File: src/rtl/mem_stage_lsu.sv
// mem_stage_lsu: MEM-stage load/store unit.
// Non-memory instructions pass through combinationally. Loads and stores run a
// registered req/ack transaction with a word-addressed data memory and stall
// the pipeline until the single DONE cycle in which MEM/WB samples the result.
// Optional feature: define MISALIGN_TRAP_EN to trap misaligned half/word
// accesses in IDLE (no memory request, 2-cycle op, err_o pulse).
module mem_stage_lsu #(
    parameter int ACK_TIMEOUT = 255,
    parameter int TO_W        = 8
) (
    input  logic        clk,
    input  logic        rst_n,
    input  logic        in_valid,
    input  logic        in_is_load,
    input  logic        in_is_store,
    input  logic [2:0]  in_funct3,
    input  logic [31:0] in_addr,
    input  logic [31:0] in_wdata,
    input  logic        in_rf_we,
    input  logic [4:0]  in_wR,
    input  logic [31:0] in_alu_res,
    output logic        stall_o,
    output logic        dm_req,
    output logic        dm_we,
    output logic [31:0] dm_addr,
    output logic [3:0]  dm_wstrb,
    output logic [31:0] dm_wdata,
    input  logic        dm_ack,
    input  logic [31:0] dm_rdata,
    output logic        rf_we_o,
    output logic [4:0]  wR_o,
    output logic [31:0] wD_o,
    output logic        err_o
);

    typedef enum logic [1:0] {S_IDLE, S_REQ, S_DONE} state_t;

    localparam logic [TO_W-1:0] TO_VAL = TO_W'(ACK_TIMEOUT);

    state_t          r_state;
    logic            r_dm_req;
    logic            r_dm_we;
    logic [31:0]     r_dm_addr;
    logic [3:0]      r_dm_wstrb;
    logic [31:0]     r_dm_wdata;
    logic [2:0]      r_ld_f3;
    logic [1:0]      r_ld_off;
    logic            r_is_load;
    logic [TO_W-1:0] r_cnt;
    logic            r_err;
    logic [31:0]     r_ld_data;

    logic            w_mop;
    logic            w_sz_b;
    logic            w_sz_h;
    logic            w_misal;
    logic [3:0]      w_wstrb;
    logic [31:0]     w_wdata;
    logic [7:0]      w_bsel;
    logic [15:0]     w_hsel;
    logic [31:0]     w_ld_ext;
    logic [TO_W-1:0] w_cnt_nxt;
    logic            w_to;

    assign w_mop     = in_valid & (in_is_load | in_is_store);
    assign w_cnt_nxt = r_cnt + TO_W'(1);
    // The abort fires on the ACK_TIMEOUT-th REQ cycle; zero disables it.
    assign w_to      = (ACK_TIMEOUT != 0) && (w_cnt_nxt == TO_VAL);

    assign dm_req   = r_dm_req;
    assign dm_we    = r_dm_we;
    assign dm_addr  = r_dm_addr;
    assign dm_wstrb = r_dm_wstrb;
    assign dm_wdata = r_dm_wdata;

    // Access size decode; undefined encodings fall back to a full word.
    // A load flag wins if both load and store are raised.
    always_comb begin
        w_sz_b = 1'b0;
        w_sz_h = 1'b0;
        if (in_is_load) begin
            w_sz_b = (in_funct3 == 3'b000) | (in_funct3 == 3'b100);
            w_sz_h = (in_funct3 == 3'b001) | (in_funct3 == 3'b101);
        end else begin
            w_sz_b = (in_funct3 == 3'b000);
            w_sz_h = (in_funct3 == 3'b001);
        end
    end

    // Store lane enables and lane-replicated data; loads never write lanes.
    always_comb begin
        w_wstrb = 4'b0000;
        w_wdata = in_wdata;
        if (w_sz_b) begin
            w_wdata = {4{in_wdata[7:0]}};
        end else if (w_sz_h) begin
            w_wdata = {2{in_wdata[15:0]}};
        end
        if (!in_is_load) begin
            if (w_sz_b)      w_wstrb = 4'b0001 << in_addr[1:0];
            else if (w_sz_h) w_wstrb = 4'b0011 << {in_addr[1], 1'b0};
            else             w_wstrb = 4'b1111;
        end
    end

`ifdef MISALIGN_TRAP_EN
    // Half with odd address, or word not on a 4-byte boundary.
    assign w_misal = (w_sz_h & in_addr[0]) | (~w_sz_b & ~w_sz_h & (|in_addr[1:0]));
`else
    // Misaligned low bits are simply ignored by the lane logic.
    assign w_misal = 1'b0;
`endif

    // Load extraction from the returned word using the latched size/offset.
    always_comb begin
        w_bsel = dm_rdata[{r_ld_off, 3'b000} +: 8];
        w_hsel = r_ld_off[1] ? dm_rdata[31:16] : dm_rdata[15:0];
        case (r_ld_f3)
            3'b000:  w_ld_ext = {{24{w_bsel[7]}}, w_bsel};
            3'b100:  w_ld_ext = {24'b0, w_bsel};
            3'b001:  w_ld_ext = {{16{w_hsel[15]}}, w_hsel};
            3'b101:  w_ld_ext = {16'b0, w_hsel};
            default: w_ld_ext = dm_rdata;
        endcase
    end

    // Control FSM: latch the request in IDLE, wait for ack or timeout, retire in DONE.
    always_ff @(posedge clk or negedge rst_n) begin
        if (!rst_n) begin
            r_state    <= S_IDLE;
            r_dm_req   <= 1'b0;
            r_dm_we    <= 1'b0;
            r_dm_addr  <= '0;
            r_dm_wstrb <= '0;
            r_dm_wdata <= '0;
            r_ld_f3    <= '0;
            r_ld_off   <= '0;
            r_is_load  <= 1'b0;
            r_cnt      <= '0;
            r_err      <= 1'b0;
            r_ld_data  <= '0;
        end else begin
            case (r_state)
                S_IDLE: begin
                    if (w_mop) begin
                        r_dm_we    <= ~in_is_load;
                        r_dm_addr  <= {in_addr[31:2], 2'b00};
                        r_dm_wstrb <= w_wstrb;
                        r_dm_wdata <= w_wdata;
                        r_ld_f3    <= in_funct3;
                        r_ld_off   <= in_addr[1:0];
                        r_is_load  <= in_is_load;
                        if (w_misal) begin
                            r_err   <= 1'b1;
                            r_state <= S_DONE;
                        end else begin
                            r_dm_req <= 1'b1;
                            r_state  <= S_REQ;
                        end
                    end
                end
                S_REQ: begin
                    r_cnt <= w_cnt_nxt;
                    // Ack takes priority over a timeout landing in the same cycle.
                    if (dm_ack) begin
                        r_ld_data <= w_ld_ext;
                        r_dm_req  <= 1'b0;
                        r_state   <= S_DONE;
                    end else if (w_to) begin
                        r_dm_req <= 1'b0;
                        r_err    <= 1'b1;
                        r_state  <= S_DONE;
                    end
                end
                S_DONE: begin
                    r_cnt   <= '0;
                    r_err   <= 1'b0;
                    r_state <= S_IDLE;
                end
                default: r_state <= S_IDLE;
            endcase
        end
    end

    // Writeback/stall outputs. The IDLE stall is masked while reset is held so
    // an abandoned op does not keep the pipeline frozen during reset.
    always_comb begin
        stall_o = 1'b0;
        rf_we_o = 1'b0;
        wR_o    = in_wR;
        wD_o    = 32'b0;
        err_o   = 1'b0;
        case (r_state)
            S_IDLE: begin
                if (w_mop) begin
                    stall_o = rst_n;
                end else begin
                    rf_we_o = in_valid & in_rf_we;
                    wD_o    = in_alu_res;
                end
            end
            S_REQ: stall_o = 1'b1;
            S_DONE: begin
                err_o = r_err;
                if (r_is_load) begin
                    rf_we_o = in_rf_we & ~r_err;
                    wD_o    = r_err ? 32'b0 : r_ld_data;
                end
            end
            default: ;
        endcase
    end

endmodule

File: config.mk
export PLATFORM = sky130hd
export DESIGN_NAME = mem_stage_lsu
export DESIGN_NICKNAME = d
export VERILOG_FILES = /design/src/rtl/mem_stage_lsu.sv
export SDC_FILE = /design/constraint.sdc
export NUM_CORES = 1
export LEC_CHECK = 0
export BUFFER_PORTS_ARGS = -buffer_cell sky130_fd_sc_hd__buf_2
export CAP_MARGIN = 20
export CELL_PAD_IN_SITES_DETAIL_PLACEMENT = 1
export CELL_PAD_IN_SITES_GLOBAL_PLACEMENT = 2
export CORE_ASPECT_RATIO = 0.9
export CORE_MARGIN = 3
export CORE_UTILIZATION = 25
export CTS_CLUSTER_SIZE = 25
export DETAILED_ROUTE_END_ITERATION = 8
export PLACE_DENSITY_LB_ADDON = 0.25
export SLEW_MARGIN = 25
export SYNTH_ARGS = -nofsm -noshare
export SYNTH_HDL_FRONTEND = slang
export SYNTH_SLANG_ARGS = --single-unit
File: constraint.sdc
create_clock -name clk -period 2.4 [get_ports clk]
set_input_delay 0.12 -clock clk [delete_from_list [all_inputs] [get_ports clk]]
set_output_delay 0.12 -clock clk [all_outputs]
set_load 0.02 [all_outputs]
==> flow_summary.ini <==
[layout]
most-common-layout-cells = sky130_fd_sc_hd__buf_2 (239), sky130_fd_sc_hd__nand2_1 (203), sky130_fd_sc_hd__dfrtp_1 (117), sky130_fd_sc_hd__dlygate4sd3_1 (69), sky130_fd_sc_hd__o21ai_0 (60)
most_common_library_cell_in_the_layout_ignoring_fill_and_taps = sky130_fd_sc_hd__buf_2
layout.core_utilization = 0.381
antenna_cells = 0
share_of_final_layout_standard_cells_stronger_than_drive_strength_1 = 0.316
area_growth_syn_to_layout_pct = 47.5
fillerInstances = 2722
design.final.nets = 1110

[clocking]
clockRootBuffer = sky130_fd_sc_hd__clkbuf_16
cts.htree.levels = 4
cts_clock_pin_slew_for_the_worst_setup_and_hold_paths_ns = 0.06
cts_setup_buffers = 0
cts-root-to-sink-buffers = 2
cts_tree = built
cts_repair_resize_count = 0
tritoncts.num_buffers = 17
cts_sinks = 117
clk-insertion-delay-late_ns = 0.41
post_cts_hold_buffer_count = 69

[critical_path]
cp.required_ns = 2.28
crit_path_start_kind = register
critical_path.max_fanout = 32
critPathKind = reg -> out
critical_path.endpoint_type = output port
critPathArrivalTime_ns = 2.08

[floorplan]
initial_utilization = 0.258
io-pin-count = 253
floorplan.core_area_um2 = 22800
num_rows = 52
die_height_um = 152
die_x_um = 168
die_area_um2 = 25500

[detailed_routing]
route.detailed.vias_per_inst = 4.61
total_length_of_routed_wires_um = 21400
num_vias = 5865
remaining_drcs = 0
detail-route-antenna-nets = 0
route.detailed.wl_per_inst_um = 16.8
detailedRoute.firstPassIterationCount = 4
first_iter_violations = 199

[global_route]
total_global_routing_track_utilization = 0.168
grt_antenna_before_repair = 0
pin_count_of_the_biggest_net_entering_global_routing = 52
grt_overflow = 0
via_count_of_the_first_global_routing_pass = 6287
grt_pass1_wl_um = 34000

[pwr]
power_frac_comb = 0.436
vdd.ir_drop.worst_mv = 0.460
sequentialPowerShare = 0.328
power.density_cell_area_nw_per_um2 = 1250
p_int_mw = 6.22
leakagePower_nw = 4.46
power_frac_clock = 0.236
design_power_total_mw = 10.8
power.switching_fraction = 0.427
power_switching_mw = 4.63

[sta]
clock.fmax_mhz = 454
timing.max_slew.rel_slack = 0.513
hold_viol = 0
finalCritPeriodShare = 0.917
setup_ws_ns = 0.199
worst_pin_slew_ns = 0.731
fin_setup_tns_ns = 0
hold_ws_ns = 0.0247
unrepaired_setup_endpoints_after_global_routing = false
timing_max_transition_violations_final = 0
min_period_ns = 2.20
finalClockSkew_ns = 0.0124
final_setup_violation_count = 0

[yosys]
yosys_most_used_dff = sky130_fd_sc_hd__dfrtp_1
synth_enable_flop_cells = 0
async_reset_ff_frac = 1.00
ys_ff_latch = 117
synthesis.area_per_instance_um2 = 8.90
yosys.cell_types.count = 54
yosysWarnings = 0
syn-cell-area_um2 = 5890
share_of_synthesized_area_occupied_by_flip_flops_and_latches = 0.497
synthesis.instances = 662

[placed_design]
portBuffers = 240
place_congestion = 0.769
place_worst_setup_slack_ns = 0.410
dp.final_hpwl_um = 15500

[min_path]
hold_path.class = in -> reg

[run_status]
outcome = completed

[job]
cap_viol_max_count = 0
[cells in the mapped netlist (8+ instances only)]
library cell               instances  area (µm²)
sky130_fd_sc_hd__a21o_1           11        82.6
sky130_fd_sc_hd__a21oi_1          25         125
sky130_fd_sc_hd__a221oi_1          8        70.1
sky130_fd_sc_hd__a22o_1           36         315
sky130_fd_sc_hd__buf_4             8        60.1
sky130_fd_sc_hd__clkbuf_1         34         128
sky130_fd_sc_hd__dfrtp_1         117        2930
sky130_fd_sc_hd__inv_1            22        82.6
sky130_fd_sc_hd__mux2i_1          27         270
sky130_fd_sc_hd__nand2_1         203         762
sky130_fd_sc_hd__nor2_1           30         113
sky130_fd_sc_hd__o21ai_0          60         300
[critical path: stages (launching register included)]
cell	delay (ns)
sky130_fd_sc_hd__dfrtp_1	0.40
sky130_fd_sc_hd__inv_1	0.10
sky130_fd_sc_hd__ha_1	0.20
sky130_fd_sc_hd__and2_1	0.23
sky130_fd_sc_hd__buf_4	0.36
sky130_fd_sc_hd__a22o_1	0.20
sky130_fd_sc_hd__buf_2	0.15
[cell type report]
cell class,count,area (µm²),area share
Clock buffer,18,429,0.0494
Sequential cell,117,2930,0.337
Multi-Input combinational cell,474,2650,0.305
Inverter,22,82.6,0.00950
Timing Repair Buffer,330,2080,0.239
Clock inverter,14,153,0.0176
Tap cell,297,372,0.0427
[logic make-up after synthesis]
kind of cell / share of synthesized area
simple gates: 0.179
compound gates: 0.208
flops: 0.497
buf+inv: 0.0558
mux: 0.0497
fa+ha+maj: 0.0106
other cells: 0.000636
[sequential cells by signal, summed over array words and instances (netlist names)]
| name | flops |
|---|---|
| r_ld_data | 32 |
| dm_wdata | 32 |
| r_ld_off | 2 |
| dm_req | 1 |
| r_is_load | 1 |
| r_state | 2 |
| r_cnt | 8 |
| r_err | 1 |
| r_ld_f3 | 3 |
| dm_we | 1 |
| dm_addr | 30 |
| dm_wstrb | 4 |
[layer usage]
layer  vias to the layer above  GRT usage  wire length (µm)  part of all wire
met5                         -          0                 0                 0
met4                         0     0.0348               185            0.0086
met3                        13     0.0571              1490             0.070
met2                       176      0.267              9800              0.46
met1                      2808      0.223              9920              0.46
li1                       2868          -                 -                 -
[stage by stage]
step	instances	instance area, µm²
final	1272	8690
after detailed placement	1171	7420
after CTS	1272	8690
after floorplan	663	5900
after global routing	1272	8690
after global placement	1171	7420
[final timing paths]
| kind | from | end | slack (ns) | cells after the start |
|---|---|---|---|---|
| min reg2reg | dm_addr[14] | dm_addr[14] | 0.47 | 2 |
| min in group asynchronous | rst_n | r_ld_data[28] | 0.13 | 2 |
| max reg2reg | r_cnt[0] | r_err | 0.41 | 6 |
| max | r_state[0] | wD_o[17] | 0.20 | 6 |
| max in group asynchronous | rst_n | dm_addr[8] | 1.35 | 3 |
| min | dm_rdata[6] | r_ld_data[6] | 0.02 | 3 |
[power by group through the flow]
stage                     registers [mW]  logic [mW]  clock network [mW]
final                               3.55        4.73                2.56
after global routing                3.69        5.29                2.74
after CTS                           3.57        4.80                2.65
after detailed placement            3.57        4.72                   0
after global placement              3.59        4.66                   0
after floorplan                     4.06        2.46                   0
No activity file was read; power rests on OpenSTA's default activity.
